### src/rtl/seg7_scan_capture.sv
// Capture monitor for a 4-digit multiplexed active-low 7-segment interface.
// Rebuilds hex digits and DP flags with a dwell filter and reports completed frames.
module seg7_scan_capture #(
    parameter int STABLE_CYCLES = 1024,
    parameter int CNT_W         = 11
) (
    input  logic        clk,
    input  logic        reset,
    input  logic        AN0,
    input  logic        AN1,
    input  logic        AN2,
    input  logic        AN3,
    input  logic        CA,
    input  logic        CB,
    input  logic        CC,
    input  logic        CD,
    input  logic        CE,
    input  logic        CF,
    input  logic        CG,
    input  logic        DP,
    output logic [15:0] digits,
    output logic [3:0]  dp,
    output logic [3:0]  known,
    output logic [31:0] raw_seg,
    output logic        frame_valid,
    output logic        frame_changed,
    output logic        anode_conflict
);

    localparam logic [CNT_W-1:0] CNT_FULL = CNT_W'(STABLE_CYCLES);
    localparam logic [CNT_W-1:0] CNT_LAST = CNT_W'(STABLE_CYCLES - 1);

    typedef struct packed {
        logic       hit;
        logic [3:0] value;
    } decode_t;

    // {CG..CA} active-low pattern to hex value; unmatched patterns decode to 0, not known.
    function automatic decode_t hex_decode(input logic [6:0] pat);
        decode_t r;
        r = '0;
        r.hit = 1'b1;
        case (pat)
            7'h40:   r.value = 4'h0;
            7'h79:   r.value = 4'h1;
            7'h24:   r.value = 4'h2;
            7'h30:   r.value = 4'h3;
            7'h19:   r.value = 4'h4;
            7'h12:   r.value = 4'h5;
            7'h02:   r.value = 4'h6;
            7'h78:   r.value = 4'h7;
            7'h00:   r.value = 4'h8;
            7'h10:   r.value = 4'h9;
            7'h08:   r.value = 4'hA;
            7'h03:   r.value = 4'hB;
            7'h46:   r.value = 4'hC;
            7'h21:   r.value = 4'hD;
            7'h06:   r.value = 4'hE;
            7'h0E:   r.value = 4'hF;
            default: r = '0;
        endcase
        return r;
    endfunction

    logic [3:0]       an_q;
    logic [7:0]       seg_q;
    logic [1:0]       idx;
    logic             sample_valid;
    logic [9:0]       tag;
    logic [9:0]       prev_tag;
    logic [CNT_W-1:0] cnt;
    logic             same_tag;
    logic             capture;
    logic             new_diff;
    decode_t          dec;

    logic [3:0][7:0]  raw_q;
    logic [3:0][3:0]  digit_q;
    logic [3:0]       dp_q;
    logic [3:0]       known_q;
    logic [3:0]       seen;
    logic             chg;
    logic             fv_q;
    logic             fc_q;

    // NOTE: sequential state uses non-blocking assignments so every register sees pre-edge values.
    always_ff @(posedge clk) begin
        if (reset) begin
            an_q  <= 4'hF;
            seg_q <= 8'hFF;
        end else begin
            an_q  <= {AN3, AN2, AN1, AN0};
            seg_q <= {DP, CG, CF, CE, CD, CC, CB, CA};
        end
    end

    // NOTE: every signal written here gets a default first, so no latch is inferred.
    always_comb begin
        idx          = 2'd0;
        sample_valid = 1'b0;
        case (an_q)
            4'b1110: begin idx = 2'd0; sample_valid = 1'b1; end
            4'b1101: begin idx = 2'd1; sample_valid = 1'b1; end
            4'b1011: begin idx = 2'd2; sample_valid = 1'b1; end
            4'b0111: begin idx = 2'd3; sample_valid = 1'b1; end
            default: ;
        endcase
    end

    assign anode_conflict = (an_q != 4'hF) && !sample_valid;
    assign tag            = {idx, seg_q};
    assign same_tag       = (tag == prev_tag);
    assign capture        = sample_valid && same_tag && (cnt == CNT_LAST);
    assign new_diff       = (raw_q[idx] != seg_q);
    assign dec            = hex_decode(seg_q[6:0]);

    always_ff @(posedge clk) begin
        if (reset) begin
            cnt      <= '0;
            prev_tag <= '0;
        end else if (!sample_valid) begin
            cnt <= '0;
        end else if (same_tag) begin
            if (cnt != CNT_FULL)
                cnt <= cnt + CNT_W'(1);
        end else begin
            cnt      <= CNT_W'(1);
            prev_tag <= tag;
        end
    end

    // NOTE: the capture store is a handful of flops with defined reset values, so it is reset like any other state.
    always_ff @(posedge clk) begin
        if (reset) begin
            raw_q   <= '1;
            digit_q <= '0;
            dp_q    <= '0;
            known_q <= '0;
            seen    <= '0;
            chg     <= 1'b0;
            fv_q    <= 1'b0;
            fc_q    <= 1'b0;
        end else begin
            fv_q <= 1'b0;
            fc_q <= 1'b0;
            if (capture) begin
                raw_q[idx]   <= seg_q;
                dp_q[idx]    <= ~seg_q[7];
                digit_q[idx] <= dec.value;
                known_q[idx] <= dec.hit;
            end
            // A capture on the frame edge seeds the next frame's seen mask and change flag.
            if (seen == 4'hF) begin
                fv_q <= 1'b1;
                fc_q <= chg;
                seen <= capture ? (4'b0001 << idx) : 4'b0000;
                chg  <= capture && new_diff;
            end else if (capture) begin
                seen[idx] <= 1'b1;
                chg       <= chg | new_diff;
            end
        end
    end

    assign digits        = digit_q;
    assign dp            = dp_q;
    assign known         = known_q;
    assign raw_seg       = raw_q;
    assign frame_valid   = fv_q;
    assign frame_changed = fc_q;

endmodule

### config.mk
export PLATFORM = sky130hd
export DESIGN_NAME = seg7_scan_capture
export DESIGN_NICKNAME = d
export VERILOG_FILES = /design/src/rtl/seg7_scan_capture.sv
export SDC_FILE = /design/constraint.sdc
export NUM_CORES = 1
export LEC_CHECK = 0
export CAP_MARGIN = 20
export CORE_ASPECT_RATIO = 0.9
export CORE_UTILIZATION = 47
export DETAILED_ROUTE_END_ITERATION = 8
export GPL_TIMING_DRIVEN = 0
export PLACE_DENSITY_LB_ADDON = 0.2
export SETUP_SLACK_MARGIN = 0.2
export SLEW_MARGIN = 10
export SYNTH_ARGS = -nofsm -noshare
export SYNTH_HDL_FRONTEND = slang
export SYNTH_SLANG_ARGS = --single-unit
### constraint.sdc
create_clock -name clk -period 4.3 [get_ports clk]
set_input_delay 0.645 -clock clk [delete_from_list [all_inputs] [get_ports clk]]
set_output_delay 0.645 -clock clk [all_outputs]
set_load 0.02 [all_outputs]
Word level (Yosys, flattened, before mapping)
Index checks and enable logic that the tools add are counted.
{ "totals": {"ff_bits": 96, "latchBits": 0, "ram_bits": 0, "romBits": 0, "input_bits": 14, "output_inout_bits": 59, "wordCells": 93, "mem_count": 0} }
{ "classes": {"n_addsub": 1, "mul": 0, "n_div": 0, "n_lt_le_gt_ge": 2, "eq_ne": 26, "shifts": 1, "mux": 24, "bitwise": 6, "n_reduce_logical": 14} }
{ "ops": {"columns": ["op", "n"], "rows": [
  ["$pmux W4 S15", 1],
  ["$bwmux W32", 1],
  ["$eq A7 B7 Y1 const B", 4],
  ["$eq A7 B5 Y1 const B", 3],
  ["$eq A7 B6 Y1 const B", 3],
  ["$bmux W8 S2", 1],
  ["$bwmux W16", 1],
  ["$demux W8 S2", 1],
  ["$eq A4 B4 Y1 const B", 4],
  ["$mux W4", 4],
  ["$mux W8", 2],
  ["$reduce_or A16 Y1", 1],
  ["$eq A7 B2 Y1 const B", 2],
  ["$eq A7 B4 Y1 const B", 2],
  ["$add A11 B1 Y11 const B", 1],
  ["$eq A11 B10 Y1 const B", 1],
  ["$ne A11 B11 Y1 const B", 1],
  ["$eq A10 B10 Y1", 1],
  ["$bwmux W4", 2],
  ["$demux W4 S2", 1],
  ["$mux W1", 8],
  ["$ne A8 B8 Y1", 1],
  ["$eq A7 B3 Y1 const B", 1],
  ["$logic_not A7 Y1", 1],
  ["other kinds (18)", 26]
]} }

Depth between registers and ports, before layout
Gate-level depths: netlist of the first run.
{ "depth": {"depth_word": 9, "mapped_depth": 10, "depth_no_buf": 7} }

Least setup slack after synthesis of the first run
Ideal clock, no wire load.
{ "synth_path": {"path_kind": "register to register", "from": "reg cnt[0]", "to": "reg raw_q (netlist bit raw_seg[25])", "setup_ns": 0.129, "arrival_ns": 2.180, "required_ns": 4.171, "setup_slack_ns": 1.990, "stages_incl_launch_ff": 9, "n_path_buf": 1, "synth_period_minus_slack_ns": 2.310, "path_cell_list": "dfxtp_1 -> ha_1 -> nand3_2 -> nor3_2 -> nand4b_1 -> nor4_4 -> buf_6 -> mux2i_1 -> nand2_1"} }
{ "synth_via": {"elab_chain_cells": 2} }
{ "synth_lines": {"columns": ["element", "line_no", "rtl"], "rows": [
  ["start, declared", "71", "logic [CNT_W-1:0] cnt;"],
  ["start signal, assigned", "125", "cnt <= cnt + CNT_W'(1);"],
  ["$eq A11 B10 Y1", "113", "assign capture = sample_valid && same_tag && (cnt == CNT_LAST);"],
  ["$logic_and A1 B1 Y1", "113", null],
  ["end signal, assigned by index", "147", "raw_q[idx] <= seg_q;"],
  ["end, declared", "77", "logic [3:0][7:0] raw_q;"]
]} }
Every way passes these cells.
A chain may end at the register's enable or synchronous reset.

Worst setup path in the final report of the first run
{ "layout_path": {"from": "reg an_q[2]", "to": "out anode_conflict"} }
{ "layout_via": {"elab_chain_cells": 5} }
{ "layout_lines": {"columns": ["element", "line_no", "rtl"], "rows": [
  ["start, declared", "65", "logic [3:0] an_q;"],
  ["start signal, assigned", "92", "an_q <= {AN3, AN2, AN1, AN0};"],
  ["$eq A4 B3 Y1 / $eq A4 B4 Y1 (equally long branches)", "101", "case (an_q)"],
  ["$reduce_or A4 Y1 (no source line)", null, null],
  ["$mux W1", "101", null],
  ["$logic_not A1 Y1", null, null],
  ["$logic_and A1 B1 Y1 *", "110", "assign anode_conflict = (an_q != 4'hF) && !sample_valid;"],
  ["end, declared", "27", "output logic anode_conflict"]
]} }
Mark *: on every way between the ends. The rest lies on a longest branch, timed or not.

==> flow_summary.toml, run 1 <==
[yosys]
synthArstFlopShare_pct = 0
synthCells = 521
ys_top_cells_by_area = "dfxtp_1 41%, mux2i_1 11%, nor2_1 4.2%"
ys_warn_count = 0
synth.distinct_cells = 65
synth.ff_latch_count = 96
synth.net_count = 537
synth-edff-count = 0
syn_area_per_cell_sq_um = 8.94
synth_top_area_share_pct = 41.2
synth_top_area_cell = "dfxtp_1"
ys.flop_type = "dfxtp_1"
synthesis.area_sq_mm = 0.00466
ys_seq_area_share_pct = 41.2

[global_route]
antenna_found_initial = 0
grt_max_degree = 16
grt_pass1_vias = 3701
grt-ovfl-total = 0
grt_usage_pct = 24.9
grt_pass1_wl_mm = 19.3

[power]
leakagePower_nw = 2.05
powerDensity_mw_per_mm2 = 302
vdd_drop_max_mv = 0.286

[sta]
fin_crit_sh_pct = 74.1
max-slew-margin-rel_pct = 53.0
report.final.slew_viol_count = 0
fin_crit_ps = 3190
hold_viol = 0
setup_viol = 0
max_clock_freq_ghz = 0.314
tightest_slew_ps = 704
fin_skew_ps = 7.38
rsz0062_at_grt = "false"
tns_ps = 0

[floorplan]
die_h_um = 96.5
coreArea_sq_mm = 0.00966
dieArea_sq_mm = 0.0103
initial_utilization_pct = 48.3
row_count = 34
io_pins = 73
die-width_um = 107

[cts]
clockBufferDepth = 2
cts-resized-gates = 0
cts-buffers-inserted = 9
ctsHoldBuffers = 0
clkSinkCount = 96
cts_tree = "built"
insertion_delay_ps = 370
cts_max_level = 3
cts_setup_buffers = 0
root_buffer = "clkbuf_8"
clkTransAtPathRegs_ps = 90

[routing]
first_pass_iters = 5
wl_per_cell_um = 16.9
via_per_inst = 5.51
vias = 4042
ant_nets = 0
drc = 0
drt_iter0_markers = 237
wirelength_mm = 12.4

[finish]
seqCellArea_sq_mm = 0.00192
diodes = 0
syn2layout_area_growth_pct = 23.3
drive_above_1_share_pct = 12.3
fillCellCount = 873
nets = 619
multi_input_area_sq_mm = 0.00247
post-route-util_pct = 59.5

[placed_design]
io_buffers = 71
dp_hpwl_mm = 8.95
gp_congestion = 0.873

[setup_path]
cp.arrival_ps = 2540
crit_fanout = 10
required_ps = 3650
critPathCaptureType = "output pin"
critPathKind = "reg2out"
start_kind = "flip-flop"

[flow_run]
drv_cap = 0

[outcome]
outcome = "completed"

[worst_hold_path]
hold_path.class = "reg2reg"
==> flip-flops by register name, summed over array words and instances (netlist names), 8 cells and up <==
| name | flops |
|---|---|
| seg_q | 8 |
| raw_seg | 32 |
| digits | 16 |
| prev_tag | 10 |
| cnt | 11 |
==> synthesized netlist by cell type, drive strengths merged, types with 4 or more instances <==
cell / number
nor3b: 5
o21a: 4
a21oi: 38
o211ai: 4
mux2i: 49
nand2: 46
or3b: 13
nor3: 7
a211oi: 4
buf: 20
nor4: 9
o22ai: 6
nand3: 10
o21ai: 18
clkbuf: 23
inv: 13
or2: 14
dfxtp: 96
nand4: 5
nor2: 52
xnor2: 8
xor2: 12
nand2b: 12
==> kinds of logic (layout without fill, tap and decap cells) <==
kind of cell,after synthesis,after routing,share of synthesized area (%)
adder cells (fa/ha/maj),3,3,0.752
AND/OR/NAND/NOR,194,194,23.3
AO/OA/AOI/OAI,101,101,14.0
buffers and inverters,56,143,5.80
XOR/XNOR,20,20,3.92
multiplexers,51,51,11.0
flip-flops,96,96,41.2
==> metal layers <==
| layer | wire length (um) | part of all wire [%] | global-route usage (%) |
|---|---|---|---|
| met2 | 5460 | 44 | 38.6 |
| met1 | 5950 | 48 | 34.5 |
| met3 | 794 | 6.4 | 4.96 |
| met5 | 0 | 0 | 0 |
| met4 | 200 | 1.6 | 8.56 |
==> per-stage QoR <==
step	area, sq um	std cells	worst slack [ps]	hold slack [ps]	total power [W]
after floorplan	4660	521	1990	438	0.00106
after global placement	5530	718	1570	451	0.00111
after detailed placement	5530	718	1500	454	0.00112
after CTS	5740	734	1150	476	0.00175
after global routing	5740	734	984	499	0.00181
final	5740	734	1110	471	0.00174
==> power breakdown <==
part           switching, W  internal [W]
combinational      0.000111     0.0000686
sequential        0.0000128      0.000905
clock              0.000319      0.000320
total              0.000443       0.00129
==> final cells by class <==
class / instances / area share [%]
Multi-Input combinational cell: 369 / 43.0
Sequential cell: 96 / 33.5
Timing Repair Buffer: 71 / 12.4
Buffer: 43 / 3.86
Clock buffer: 13 / 2.94
Tap cell: 126 / 2.74
Inverter: 13 / 0.849
Clock inverter: 3 / 0.828
==> final timing paths <==
kind / start / to / slack (ps) / cells after the start
worst max-delay path: an_q[2]$_SDFF_PP1_ / anode_conflict / 1110 / 7
worst min-delay path: dp[3]$_SDFFE_PP0P_ / dp[3]$_SDFFE_PP0P_ / 470 / 1
worst max register to register: seg_q[7]$_SDFF_PP1_ / raw_seg[28]$_SDFFE_PP1P_ / 1450 / 8
worst min register to register: dp[3]$_SDFFE_PP0P_ / dp[3]$_SDFFE_PP0P_ / 470 / 1
==> worst max-delay path, stage by stage, from the launching register on <==
cell and delay (ps):
dfxtp_1 300, buf_2 150, clkbuf_1 220, buf_2 230, nand2_1 290, nand2_1 90
a21oi_1 240, clkdlybuf4s50_1 650
==> cell usage in the layout (no fill, tap or decap), types with 3 or more instances in the layout <==
cell type and count:
a211oi_1 4, a21oi_1 37, a2bb2oi_1 3, and2_1 3
and3_1 3, buf_2 12, buf_4 4, buf_6 4
clkbuf_1 24, clkbuf_8 12, clkdlybuf4s50_1 71, dfxtp_1 96
inv_1 13, mux2i_1 49, nand2_1 46, nand2b_1 12
nand3_1 9, nand3b_1 3, nand4_1 4, nand4b_1 3
nor2_1 52, nor3_1 6, nor3b_1 5, nor4_1 5
nor4_4 3, nor4b_1 3, o211ai_1 4, o21a_1 4
o21ai_0 17, o22ai_1 6, or2_2 14, or3b_2 13
xnor2_1 7, xor2_1 12
Power figures use the tool's default switching activity.
==> run 2: changes to the inputs <==
- clock period: 4.3 -> 3.1 ns (I/O delays scaled with it)
==> run 2 against run 1 <==
Clock skew shrank 2.2 ps. Combinational power rose by 39%. Sequential cell count stayed put. Clock power up 39%. Worst setup slack worse by 680 ps. Non-clock buffer count up 6. Utilization is 0.54 points higher. Global-route usage hardly changed. Wire length is 0.52% higher. Total power increased by 39%. Via count grew 1.3%. Critical path type is now reg2reg. Largest power group unchanged.
==> flow_summary.toml, run 2 (same netlist as run 1, synthesis figures left out) <==
[placed_design]
gp_congestion = 0.873
dp_hpwl_mm = 8.95
io_buffers = 71
preCtsSetupSlack_ps = 304

[sta]
tns_ps = 0
hold_viol = 0
setup_ws_ps = 429
fin_skew_ps = 5.14
fin_crit_ps = 2670
fin_crit_sh_pct = 86.2
max_clock_freq_ghz = 0.374
report.final.slew_viol_count = 0
setup_viol = 0
tightest_slew_ps = 720
max-slew-margin-rel_pct = 51.9
rsz0062_at_grt = "false"

[cts]
root_buffer = "clkbuf_8"
clkSinkCount = 96
insertion_delay_ps = 370
clockBufferDepth = 2
clkTransAtPathRegs_ps = 90
cts-buffers-inserted = 9
cts_tree = "built"
cts_max_level = 3
ctsHoldBuffers = 0

[finish]
diodes = 0
fillCellCount = 864
syn2layout_area_growth_pct = 24.4
largest_reg_flops = 32
final_cell_mix = "96 x dfxtp_1, 70 x clkdlybuf4s50_1, 52 x nor2_1"
drive_above_1_share_pct = 13.7
seqCellArea_sq_mm = 0.00192
final_common_cell = "dfxtp_1"
nets = 625
multi_input_area_sq_mm = 0.00247

[floorplan]
die-width_um = 107
dieArea_sq_mm = 0.0103
row_count = 34
io_pins = 73
initial_utilization_pct = 48.3
die_h_um = 96.5
coreArea_sq_mm = 0.00966

[routing]
drt_iter0_markers = 253
vias = 4094
drc = 0
wl_per_cell_um = 16.9
wirelength_mm = 12.5
ant_nets = 0
first_pass_iters = 5
via_per_inst = 5.53

[setup_path]
path_cells = "buf_2 > clkbuf_1 > buf_2 > nand2_2 > nor2_1 > nor4b_1 > buf_4 > buf_4 > mux2i_1 > nand2_1"
cp.arrival_ps = 2910
critPathKind = "reg2reg"
slowest_stage = "clkbuf_1"
required_ps = 3340
slowest_delay_ps = 350
critPathCaptureType = "flip-flop"
start_kind = "flip-flop"
crit_fanout = 10

[flow_run]
drv_cap = 0

[global_route]
grt_max_degree = 16
grt_pass1_vias = 3701
grt_usage_pct = 24.9
antenna_found_initial = 0
grt_pass1_wl_mm = 19.4
grt-ovfl-total = 0

[power]
leakagePower_nw = 2.10
powerDensity_mw_per_mm2 = 416
vdd_drop_max_mv = 0.398

[outcome]
outcome = "completed"

[worst_hold_path]
hold_path.class = "reg2reg"
run 2: cell types whose count changed in the layout (fill, tap and decap cells not counted), sizes merged:
cell,before,now
buf,20,26
clkdlybuf4s50,71,70
dlymetal6s2s,0,1
run 2: critical path, delay by kind of cell, from the launching register on:
family / cells / cell delay [ps]
buffers and inverters: 5 / 1320
muxes: 1 / 200
and+or+nand+nor: 4 / 700
DFF: 1 / 310
run 2: through the flow:
stage | instance area, sq um | power, W | hold slack, ps | instances | util, %
floorplan | 4660 | 0.00148 | 438 | 521 | -
global placement | 5530 | 0.00154 | 451 | 718 | 57.2
detailed placement | 5530 | 0.00155 | 454 | 718 | 57.2
CTS | 5750 | 0.00242 | 476 | 734 | 59.5
global route | 5800 | 0.00251 | 499 | 740 | 60.0
finish | 5800 | 0.00241 | 470 | 740 | 60.0
run 2: path summary, 6_finish.rpt:
kind / end / start / slack (ps) / depth (start not counted)
hold / removal: dp[3]$_SDFFE_PP0P_ / dp[3]$_SDFFE_PP0P_ / 470 / 1
setup / recovery: raw_seg[14]$_SDFFE_PP1P_ / an_q[2]$_SDFF_PP1_ / 430 / 10
setup reg to reg: raw_seg[14]$_SDFFE_PP1P_ / an_q[2]$_SDFF_PP1_ / 430 / 10
hold reg to reg: dp[3]$_SDFFE_PP0P_ / dp[3]$_SDFFE_PP0P_ / 470 / 1
run 2: final cells by class:
| type | instances | share of cell area, % |
|---|---|---|
| buffer | 43 | 3.86 |
| clock buffer | 13 | 2.91 |
| clock inverter | 3 | 0.820 |
| inverter | 13 | 0.842 |
| multi-input combinational | 369 | 42.6 |
| sequential | 96 | 33.2 |
| tap | 126 | 2.72 |
| timing repair buffer | 77 | 13.1 |
run 2: what timing repair did:
| item | in CTS | in global routing |
|---|---|---|
| gates resized for setup | 2 | 3 |
| pin swaps | 0 | 2 |
| endpoints found under the setup margin | 1 | 19 |
| buffers inserted | 0 | 6 |
run 2: per-layer routing:
metal | global-route usage [%] | up-vias | wire, um
met3 | 4.96 | 15 | 810
li1 | - | 1989 | -
met4 | 8.56 | 0 | 222
met2 | 38.7 | 150 | 5490
met5 | 0 | - | 0
met1 | 34.5 | 1940 | 5960
run 2: power by group:
part           switching [W]  internal (W)  leakage [nW]
Sequential         0.0000177       0.00126         0.781
Combinational       0.000154     0.0000954          1.21
Clock               0.000443      0.000444         0.110
Total               0.000615       0.00180          2.10
==> run 3: changes to the inputs <==
- CTS_CLUSTER_DIAMETER: not set -> 30
- clock period: 3.1 -> 2.75 ns (I/O delays scaled with it)
==> run 3 against run 2 <==
Global-route usage up 0.15 points. Worst setup slack lost 160 ps. Total power increased by 13%. Clock skew is 2.9 ps higher. Combinational power grew 14%.
==> flow_summary.toml, run 3 (same netlist as run 1, synthesis figures left out) <==
[outcome]
outcome = "completed"

[cts]
ctsHoldBuffers = 0
clockBufferDepth = 2
cts_max_level = 3
clkTransAtPathRegs_ps = 90
cts_tree = "built"
root_buffer = "clkbuf_8"
cts-buffers-inserted = 9
insertion_delay_ps = 370
clkSinkCount = 96

[power]
leakagePower_nw = 2.15
vdd_drop_max_mv = 0.449
power_switching_w = 0.000701
power_frac_clock_pct = 36.9
intPower_w = 0.00202
seq_power_share_pct = 52.7
combPwrFrac_pct = 10.5
powerDensity_mw_per_mm2 = 464
netSwitchingFraction_pct = 25.7

[sta]
max_clock_freq_ghz = 0.403
tns_ps = 0
max-slew-margin-rel_pct = 52.2
report.final.slew_viol_count = 0
setup_viol = 0
rsz0062_at_grt = "false"
hold_viol = 0
fin_crit_ps = 2480
tightest_slew_ps = 716
fin_skew_ps = 8.00
fin_crit_sh_pct = 90.2

[finish]
multi_input_area_sq_mm = 0.00250
largest_reg_flops = 32
seqCellArea_sq_mm = 0.00192
fillCellCount = 855
syn2layout_area_growth_pct = 25.9
diodes = 0
drive_above_1_share_pct = 15.8
final_common_cell = "dfxtp_1"
final_cell_mix = "96 x dfxtp_1, 70 x clkdlybuf4s50_1, 52 x nor2_1"
finalNonFillerCells = 745
nets = 630

[placed_design]
gp_congestion = 0.873
placed_cells = 718
dp_hpwl_mm = 8.95
io_buffers = 71

[routing]
via_per_inst = 5.52
wl_per_cell_um = 16.8
wirelength_mm = 12.5
drt_iter0_markers = 225
vias = 4110
ant_nets = 0
drc = 0
first_pass_iters = 4

[floorplan]
io_pins = 73
initial_utilization_pct = 48.3
dieArea_sq_mm = 0.0103
die-width_um = 107
coreArea_sq_mm = 0.00966
row_count = 34
die_h_um = 96.5

[setup_path]
path_cells = "buf_4 > clkbuf_1 > or3b_2 > a21oi_1 > a2111oi_0 > a2111o_1 > o311ai_1 > nand3_1"
crit_fanout = 10
slowest_delay_ps = 500
rr_worst_depth = 8
cp.arrival_ps = 2730
required_ps = 3000
start_kind = "flip-flop"
slowest_stage = "or3b_2"
r2r_start = "an_q[3]$_SDFF_PP1_"
rrSetupSlack_ps = 270
critPathKind = "reg2reg"
rr_endpoint = "chg$_SDFFE_PP0P_"
critPathCaptureType = "flip-flop"

[global_route]
grt_usage_pct = 25.1
grt_max_degree = 16
grt_pass1_vias = 3728
grt-ovfl-total = 0
antenna_found_initial = 0
grt_pass1_wl_mm = 19.4

[flow_run]
drv_cap = 0

[worst_hold_path]
hold_end = "dp[3]$_SDFFE_PP0P_"
hold_depth = 1
hold_start = "dp[3]$_SDFFE_PP0P_"
hold_path.class = "reg2reg"
## run 3: changes by cell type in the layout (fill, tap and decap cells not counted), sizes merged
cell	before	now
dlymetal6s2s	1	0
clkbuf	36	38
buf	26	30
## run 3: metrics by stage
stage               hold slack (ps)  util, %  instance area, sq um  total power, W  worst slack (ps)
CTS                             476     59.8                  5770         0.00273               217
floorplan                       438        -                  4660         0.00166               440
global placement                451     57.2                  5530         0.00174              22.0
detailed placement              454     57.2                  5530         0.00174             -45.8
finish                          471     60.8                  5870         0.00273               270
global route                    499     60.8                  5870         0.00283               205
## run 3: area by class of cell
cell class / instances / share of cell area, %
sequential: 96 / 32.8
tap: 126 / 2.69
clock inverter: 3 / 0.810
clock buffer: 13 / 2.88
multi-input combinational: 369 / 42.6
timing repair buffer: 82 / 13.4
inverter: 13 / 0.832
buffer: 43 / 3.97
## run 3: timing repair
| item | CTS | global route |
|---|---|---|
| pin swaps | 2 | 2 |
| setup buffers | 3 | 8 |
| gates resized for setup | 8 | 13 |
| endpoints found under the setup margin | 41 | 40 |
## run 3: worst max-delay path: cells and delay by family, from the launching register on
kind	cells	cell delay [ps]
flip-flops	1	310
AO/OA/AOI/OAI	4	1050
buffers and inverters	2	370
AND/OR/NAND/NOR	2	630
## run 3: how the worst max path moves through the flow
stage                              from                  endpoint  slack, ps  cells after the start
finish               an_q[3]$_SDFF_PP1_          chg$_SDFFE_PP0P_        270                      8
global route        seg_q[3]$_SDFF_PP1_  raw_seg[10]$_SDFFE_PP1P_        200                      9
CTS                 seg_q[7]$_SDFF_PP1_  raw_seg[10]$_SDFFE_PP1P_        220                      9
detailed placement  seg_q[7]$_SDFF_PP1_  raw_seg[28]$_SDFFE_PP1P_        -50                      8
global placement    cnt[0]$_SDFFE_PP0P_  raw_seg[30]$_SDFFE_PP1P_         20                      8
floorplan           cnt[0]$_SDFFE_PP0P_  raw_seg[25]$_SDFFE_PP1P_        440                      8
## run 3: power groups by stage
stage               combinational [W]  sequential (W)  clock, W
detailed placement           0.000276         0.00147         0
global route                 0.000309         0.00144   0.00108
floorplan                    0.000200         0.00146         0
finish                       0.000285         0.00144   0.00100
CTS                          0.000279         0.00144   0.00102
global placement             0.000270         0.00147         0
## run 3: metal layers
metal	global-route usage, %	vias to the layer above	part of all wire, %
li1	-	1990	-
met1	34.7	1946	47
met2	38.8	153	44
met3	4.96	21	6.6
met4	9.02	0	2.1
met5	0	-	0
